**config.mk**
```make
export PLATFORM = sky130hd
export DESIGN_NAME = serial_add_ctrl_flat
export DESIGN_NICKNAME = d
export VERILOG_FILES = /design/src/rtl/serial_add_ctrl_if.sv /design/src/rtl/serial_add_ctrl.sv /design/src/flat_wrapper.sv
export SDC_FILE = /design/constraint.sdc
export NUM_CORES = 1
export LEC_CHECK = 0
export BUFFER_PORTS_ARGS = -buffer_cell sky130_fd_sc_hd__buf_2
export CAP_MARGIN = 30
export CORE_MARGIN = 3
export CORE_UTILIZATION = 48
export DETAILED_ROUTE_END_ITERATION = 8
export PLACE_DENSITY_LB_ADDON = 0.2
export RECOVER_POWER = 25
export SLEW_MARGIN = 20
export SYNTH_ARGS = -nofsm -noshare
export SYNTH_HDL_FRONTEND = slang
export SYNTH_SLANG_ARGS = --single-unit
```
**constraint.sdc**
```tcl
create_clock -name clk -period 3.4 [get_ports clk]
set_input_delay 0.34 -clock clk [delete_from_list [all_inputs] [get_ports clk]]
set_output_delay 0.34 -clock clk [all_outputs]
set_load 0.005 [all_outputs]
```
**src/rtl/serial_add_ctrl_if.sv**
```systemverilog
// Handshake/operand bundle for serial_add_ctrl. The ovf member exists only
// when SERIAL_ADD_OVF_EN is defined.
interface serial_add_ctrl_if #(
  parameter int WIDTH = 8
);
  logic             start;
  logic [WIDTH-1:0] op_a;
  logic [WIDTH-1:0] op_b;
  logic             cin;
  logic             busy;
  logic             done;
  logic [WIDTH-1:0] sum;
  logic             cout;
`ifdef SERIAL_ADD_OVF_EN
  logic             ovf;
`endif

  modport master (
    output start, op_a, op_b, cin,
`ifdef SERIAL_ADD_OVF_EN
    input  ovf,
`endif
    input  busy, done, sum, cout
  );

  modport slave (
    input  start, op_a, op_b, cin,
`ifdef SERIAL_ADD_OVF_EN
    output ovf,
`endif
    output busy, done, sum, cout
  );
endinterface

```
**src/rtl/serial_add_ctrl.sv**
```systemverilog
// Bit-serial adder: one full-adder cell sequenced over WIDTH cycles, LSB first.
// Optional signed-overflow output enabled by SERIAL_ADD_OVF_EN.
module serial_add_ctrl #(
  parameter int WIDTH = 8
) (
  input  logic           clk,
  input  logic           rst_n,
  serial_add_ctrl_if.slave bus
);
  localparam int CW = $clog2(WIDTH);
  localparam logic [CW-1:0] LAST = CW'(WIDTH - 1);

  typedef enum logic [1:0] {
    ST_IDLE = 2'd0,
    ST_RUN  = 2'd1,
    ST_DONE = 2'd2
  } state_t;

  // Single full-adder cell: returns {carry, sum}.
  function automatic logic [1:0] fad(input logic a, input logic b, input logic c);
    fad = {(a & b) | (a & c) | (b & c), a ^ b ^ c};
  endfunction

  state_t           r_state;
  state_t           w_next;
  logic             w_load;
  logic [WIDTH-1:0] r_a_sh;
  logic [WIDTH-1:0] r_b_sh;
  logic [WIDTH-1:0] r_res_sh;
  logic             r_carry;
  logic [CW-1:0]    r_cnt;
  logic [WIDTH-1:0] r_sum;
  logic             r_cout;
  logic             r_busy;
  logic             r_done;
  logic [1:0]       w_fad;
  logic             w_s;
  logic             w_c;
  logic             w_last;

  assign w_fad  = fad(r_a_sh[0], r_b_sh[0], r_carry);
  assign w_s    = w_fad[0];
  assign w_c    = w_fad[1];
  assign w_last = (r_cnt == LAST);

  // Next-state decode; start is only honoured from IDLE or DONE.
  always_comb begin
    w_next = r_state;
    w_load = 1'b0;
    case (r_state)
      ST_IDLE: begin
        if (bus.start) begin
          w_next = ST_RUN;
          w_load = 1'b1;
        end else begin
          w_next = ST_IDLE;
        end
      end
      ST_RUN: begin
        if (w_last) begin
          w_next = ST_DONE;
        end else begin
          w_next = ST_RUN;
        end
      end
      ST_DONE: begin
        if (bus.start) begin
          w_next = ST_RUN;
          w_load = 1'b1;
        end else begin
          w_next = ST_IDLE;
        end
      end
      default: begin
        w_next = ST_IDLE;
        w_load = 1'b0;
      end
    endcase
  end

  // State register.
  always_ff @(posedge clk or negedge rst_n) begin
    if (!rst_n) begin
      r_state <= ST_IDLE;
    end else begin
      r_state <= w_next;
    end
  end

  // Operand shifters, carry, bit counter and result capture.
  always_ff @(posedge clk or negedge rst_n) begin
    if (!rst_n) begin
      r_a_sh   <= {WIDTH{1'b0}};
      r_b_sh   <= {WIDTH{1'b0}};
      r_res_sh <= {WIDTH{1'b0}};
      r_carry  <= 1'b0;
      r_cnt    <= {CW{1'b0}};
      r_sum    <= {WIDTH{1'b0}};
      r_cout   <= 1'b0;
    end else if (w_load) begin
      r_a_sh   <= bus.op_a;
      r_b_sh   <= bus.op_b;
      r_res_sh <= {WIDTH{1'b0}};
      r_carry  <= bus.cin;
      r_cnt    <= {CW{1'b0}};
    end else if (r_state == ST_RUN) begin
      r_a_sh   <= {1'b0, r_a_sh[WIDTH-1:1]};
      r_b_sh   <= {1'b0, r_b_sh[WIDTH-1:1]};
      r_res_sh <= {w_s, r_res_sh[WIDTH-1:1]};
      r_carry  <= w_c;
      if (w_last) begin
        // The final sum bit is folded in directly, not via r_res_sh.
        r_sum  <= {w_s, r_res_sh[WIDTH-1:1]};
        r_cout <= w_c;
      end else begin
        r_cnt  <= r_cnt + CW'(1);
      end
    end
  end

  // Status flags registered from the upcoming state so they align with it.
  always_ff @(posedge clk or negedge rst_n) begin
    if (!rst_n) begin
      r_busy <= 1'b0;
      r_done <= 1'b0;
    end else begin
      r_busy <= (w_next == ST_RUN);
      r_done <= (w_next == ST_DONE);
    end
  end

`ifdef SERIAL_ADD_OVF_EN
  logic r_ovf;

  // Carry into the MSB is r_carry during the last RUN cycle.
  always_ff @(posedge clk or negedge rst_n) begin
    if (!rst_n) begin
      r_ovf <= 1'b0;
    end else if ((r_state == ST_RUN) && w_last && !w_load) begin
      r_ovf <= r_carry ^ w_c;
    end
  end

  assign bus.ovf = r_ovf;
`endif

  assign bus.busy = r_busy;
  assign bus.done = r_done;
  assign bus.sum  = r_sum;
  assign bus.cout = r_cout;
endmodule

```
**src/flat_wrapper.sv**
```systemverilog
// flat-port wrapper written by rule: the top's interface ports become plain ports
module serial_add_ctrl_flat 
#(
  parameter int WIDTH = 8
)
  (clk, rst_n, bus_start, bus_op_a, bus_op_b, bus_cin, bus_busy, bus_done, bus_sum, bus_cout);
  serial_add_ctrl_if #(.WIDTH(WIDTH)) bus_i ();
  input  logic clk;
  input  logic rst_n;
  input wire logic [$bits(bus_i.start)-1:0] bus_start;
  input wire logic [$bits(bus_i.op_a)-1:0] bus_op_a;
  input wire logic [$bits(bus_i.op_b)-1:0] bus_op_b;
  input wire logic [$bits(bus_i.cin)-1:0] bus_cin;
  output wire logic [$bits(bus_i.busy)-1:0] bus_busy;
  output wire logic [$bits(bus_i.done)-1:0] bus_done;
  output wire logic [$bits(bus_i.sum)-1:0] bus_sum;
  output wire logic [$bits(bus_i.cout)-1:0] bus_cout;
  assign bus_i.start = bus_start;
  assign bus_i.op_a = bus_op_a;
  assign bus_i.op_b = bus_op_b;
  assign bus_i.cin = bus_cin;
  assign bus_busy = bus_i.busy;
  assign bus_done = bus_i.done;
  assign bus_sum = bus_i.sum;
  assign bus_cout = bus_i.cout;
  serial_add_ctrl #(.WIDTH(WIDTH)) u_core (.clk(clk), .rst_n(rst_n), .bus(bus_i));
endmodule
```
==> results.md <==
- Worst path depth: 3
- Cts repair resizes: 0
- Layout cells sized above 1: 29.90%
- Root Buffer Master: clkbuf_8
- Cells after Synth: 177
- Setup bufs post-CTS: 0
- Post-Place Worst Slack: 1.489 ns
- Core area: 0.003826 mm^2
- Top-area cell type share of the netlist area: 50.44%
- Cell Chain, Critical Path: and2b_1, nand2_2, mux2_2
- Peak Freq: 535.6 MHz
- Iteration count of the initial detailed-routing pass: 4
- RR Endpoint: u_core.bus.sum[3]
- Worst slew pin tran: 1.074 ns
- Die ar.: 0.004941 mm^2
- Pin count of the biggest net entering global routing: 41
- Vias in the first global route: 1393
- DRC Markers: 0
- CP bufs+invs: 0
- CTS tree: yes
- Unrepaired setup endpoints after global routing: no
- CP max stage delay: 0.90 ns
- CTS H-tree depth: 2
- Top cells by area, synth: dfrtp_1 (50%), mux2_2 (9.1%), mux2i_1 (5.5%), a211oi_1 (3.4%), nor2b_1 (2.8%)
- Hold_buf cts: 0
- IO Port Bufs: 30
- Flop and latch count out of synthesis: 40
- Most frequent cell after synthesis: dfrtp_1
- Routed WL: 3.392 mm
- Top FF cell, synth: dfrtp_1
- Crit path launch: u_core.r_state[1]
- Initial Utilization: 51.86%
- Iteration-0 DRC Markers: 65
- Seq/Total Area, Yosys: 50.44%
- Die Width: 70.30 um
- CP Capture Type: flop
- Skew final: 0.003381 ns
- Ys async rst share: 100.0%
- Top cells by count, synth: dfrtp_1 (40), mux2_2 (16), nand2_1 (13)
- Worst R2R Start: u_core.r_state[1]
- Synth area leader: dfrtp_1
- WP data required: 3.57 ns
- P per Cell Area: 855.5 mW/mm^2
- R2R Setup Slk: 1.53 ns
- Final HPWL from detailed placement: 2.338 mm
- Slowest-stage cell, CP: dfrtp_1
- Final Util: 57.62%
- Total power: 1.886 mW
- Crit share post-route: 54.91%
- I/O pins: 31
- Overflow after GRT: 0
- Final net count: 227
- Setup TNS: 0 ns
- Die H: 70.30 um
- Number of diodes: 0
- Critical path launch point type: flop
- Reg2Reg Depth: 3
- Status: complete, no violations
- Crit path to: u_core.bus.sum[3]
- Max_cap viols: 0
- Initial antenna violation count: 0
- Post-synth cell types: 30
- Clk_lat worst skew: 0.28 ns
- PnR worst setup slack: 1.533 ns
- Post-DRT Antenna Nets: 0
- Routability cong.: 0.7114
- Final-layout fill cell count: 341
- Family with the most delay on the worst path: flip-flops
- Synth Warn #: 0
- HP Class: in -> async
- Clk buf depth: 2
- Clock-pin slew on the worst setup and hold paths: 0.07 ns
- Minimum clock period: 1.867 ns
- Worst setup path category: reg -> reg
- Net Count, Synth: 201
- Worst vdd ir: 0.3975 mV
- Mean area per synthesized cell: 11.21 um^2
- WP data arrival: 2.03 ns
- Final Setup Violations: 0
- Cell Area, Synth: 0.001984 mm^2
- GRT Resource Usage Total: 15.29%
- Pleak: 0.9942 nW
- Final Slew Violations: 0
- Layout area overhead: 11.10%
- Total CTS buffers: 5
- Global-route wire length before repair: 6.092 mm
- TritonCTS sink count: 40
- # rows: 22
- Relative slew slack: 28.41%
- Vias: 1359
- Fin. Hold Viols: 0
- DR vias/cell: 5.393
- CP Max Fanout: 21
- Post-synth EDFFs: 0
- WHS: 0.2019 ns
- WL per Instance: 13.46 um
-- power breakdown --
| part | leakage (nW) | switching (mW) | internal [mW] |
|---|---|---|---|
| clock | 0.0455 | 0.147 | 0.165 |
| sequential | 0.488 | 0.171 | 0.691 |
| combinational | 0.461 | 0.334 | 0.378 |
| total | 0.994 | 0.652 | 1.23 |
-- sequential cells by signal, indices dropped and copies added, names as in the netlist --
register / flops
u_core.r_res_sh: 7
u_core.bus.cout: 1
u_core.r_cnt: 3
u_core.bus.busy: 1
u_core.r_carry: 1
u_core.bus.done: 1
u_core.r_a_sh: 8
u_core.r_state: 2
u_core.bus.sum: 8
u_core.r_b_sh: 8
-- per-layer routing --
layer,global-route usage (%),share of wire [%],vias up
met4,7.660,2.2,0
met1,18.62,43,664
li1,-,-,665
met2,25.05,51,23
met5,0,0,-
met3,3.741,4.2,7
-- area by class of cell --
cell class                 count  area [um^2]  share of cell area, %
multi-input combinational    117        867.1                  39.33
inverter                       7        26.28                  1.192
tap                           48        60.06                  2.724
sequential                    40         1001                  45.40
clock buffer                   8        90.09                  4.086
timing repair buffer          32        160.2                  7.265
-- worst min path at each step --
| stage | endpoint | slack, ns | cells after the start |
|---|---|---|---|
| after floorplan | u_core.bus.busy | 0.04 | 0 |
| after global placement | u_core.bus.sum[2] | 0.48 | 1 |
| after detailed placement | u_core.bus.sum[1] | 0.49 | 1 |
| after CTS | u_core.bus.sum[0] | 0.19 | 1 |
| after global routing | u_core.bus.sum[0] | 0.30 | 1 |
| final | u_core.bus.sum[0] | 0.20 | 1 |
-- metrics by stage --
| stage | instances | cell area (um^2) |
|---|---|---|
| after floorplan | 177 | 1984 |
| after global placement | 243 | 2112 |
| after detailed placement | 243 | 2112 |
| after CTS | 251 | 2202 |
| after global routing | 252 | 2205 |
| final | 252 | 2205 |
-- cells in the final DEF, fill, tap and decap left out, types with 3 or more instances in the layout --
cell      count
a211oi_1      9
o22ai_1       6
nand3_1       4
nand2_1      13
nor2b_1       9
buf_2        29
nand2b_1      8
o21ai_0       9
mux2i_1      11
clkbuf_1      4
a21oi_1       9
mux2_2       16
a21oi_2       6
dfrtp_1      40
clkbuf_8      6
ha_1          3
inv_1         7
-- kinds of logic after synthesis --
kind of cell | count (synthesis) | share of synthesized area (%)
adder cells (fa/ha/maj) | 4 | 2.901
AND/OR/NAND/NOR | 42 | 11.73
flip-flops | 40 | 50.44
AO/OA/AOI/OAI | 43 | 14.00
XOR/XNOR | 1 | 0.4414
buffers and inverters | 20 | 5.864
multiplexers | 27 | 14.63
(Power assumes the default switching activity.)
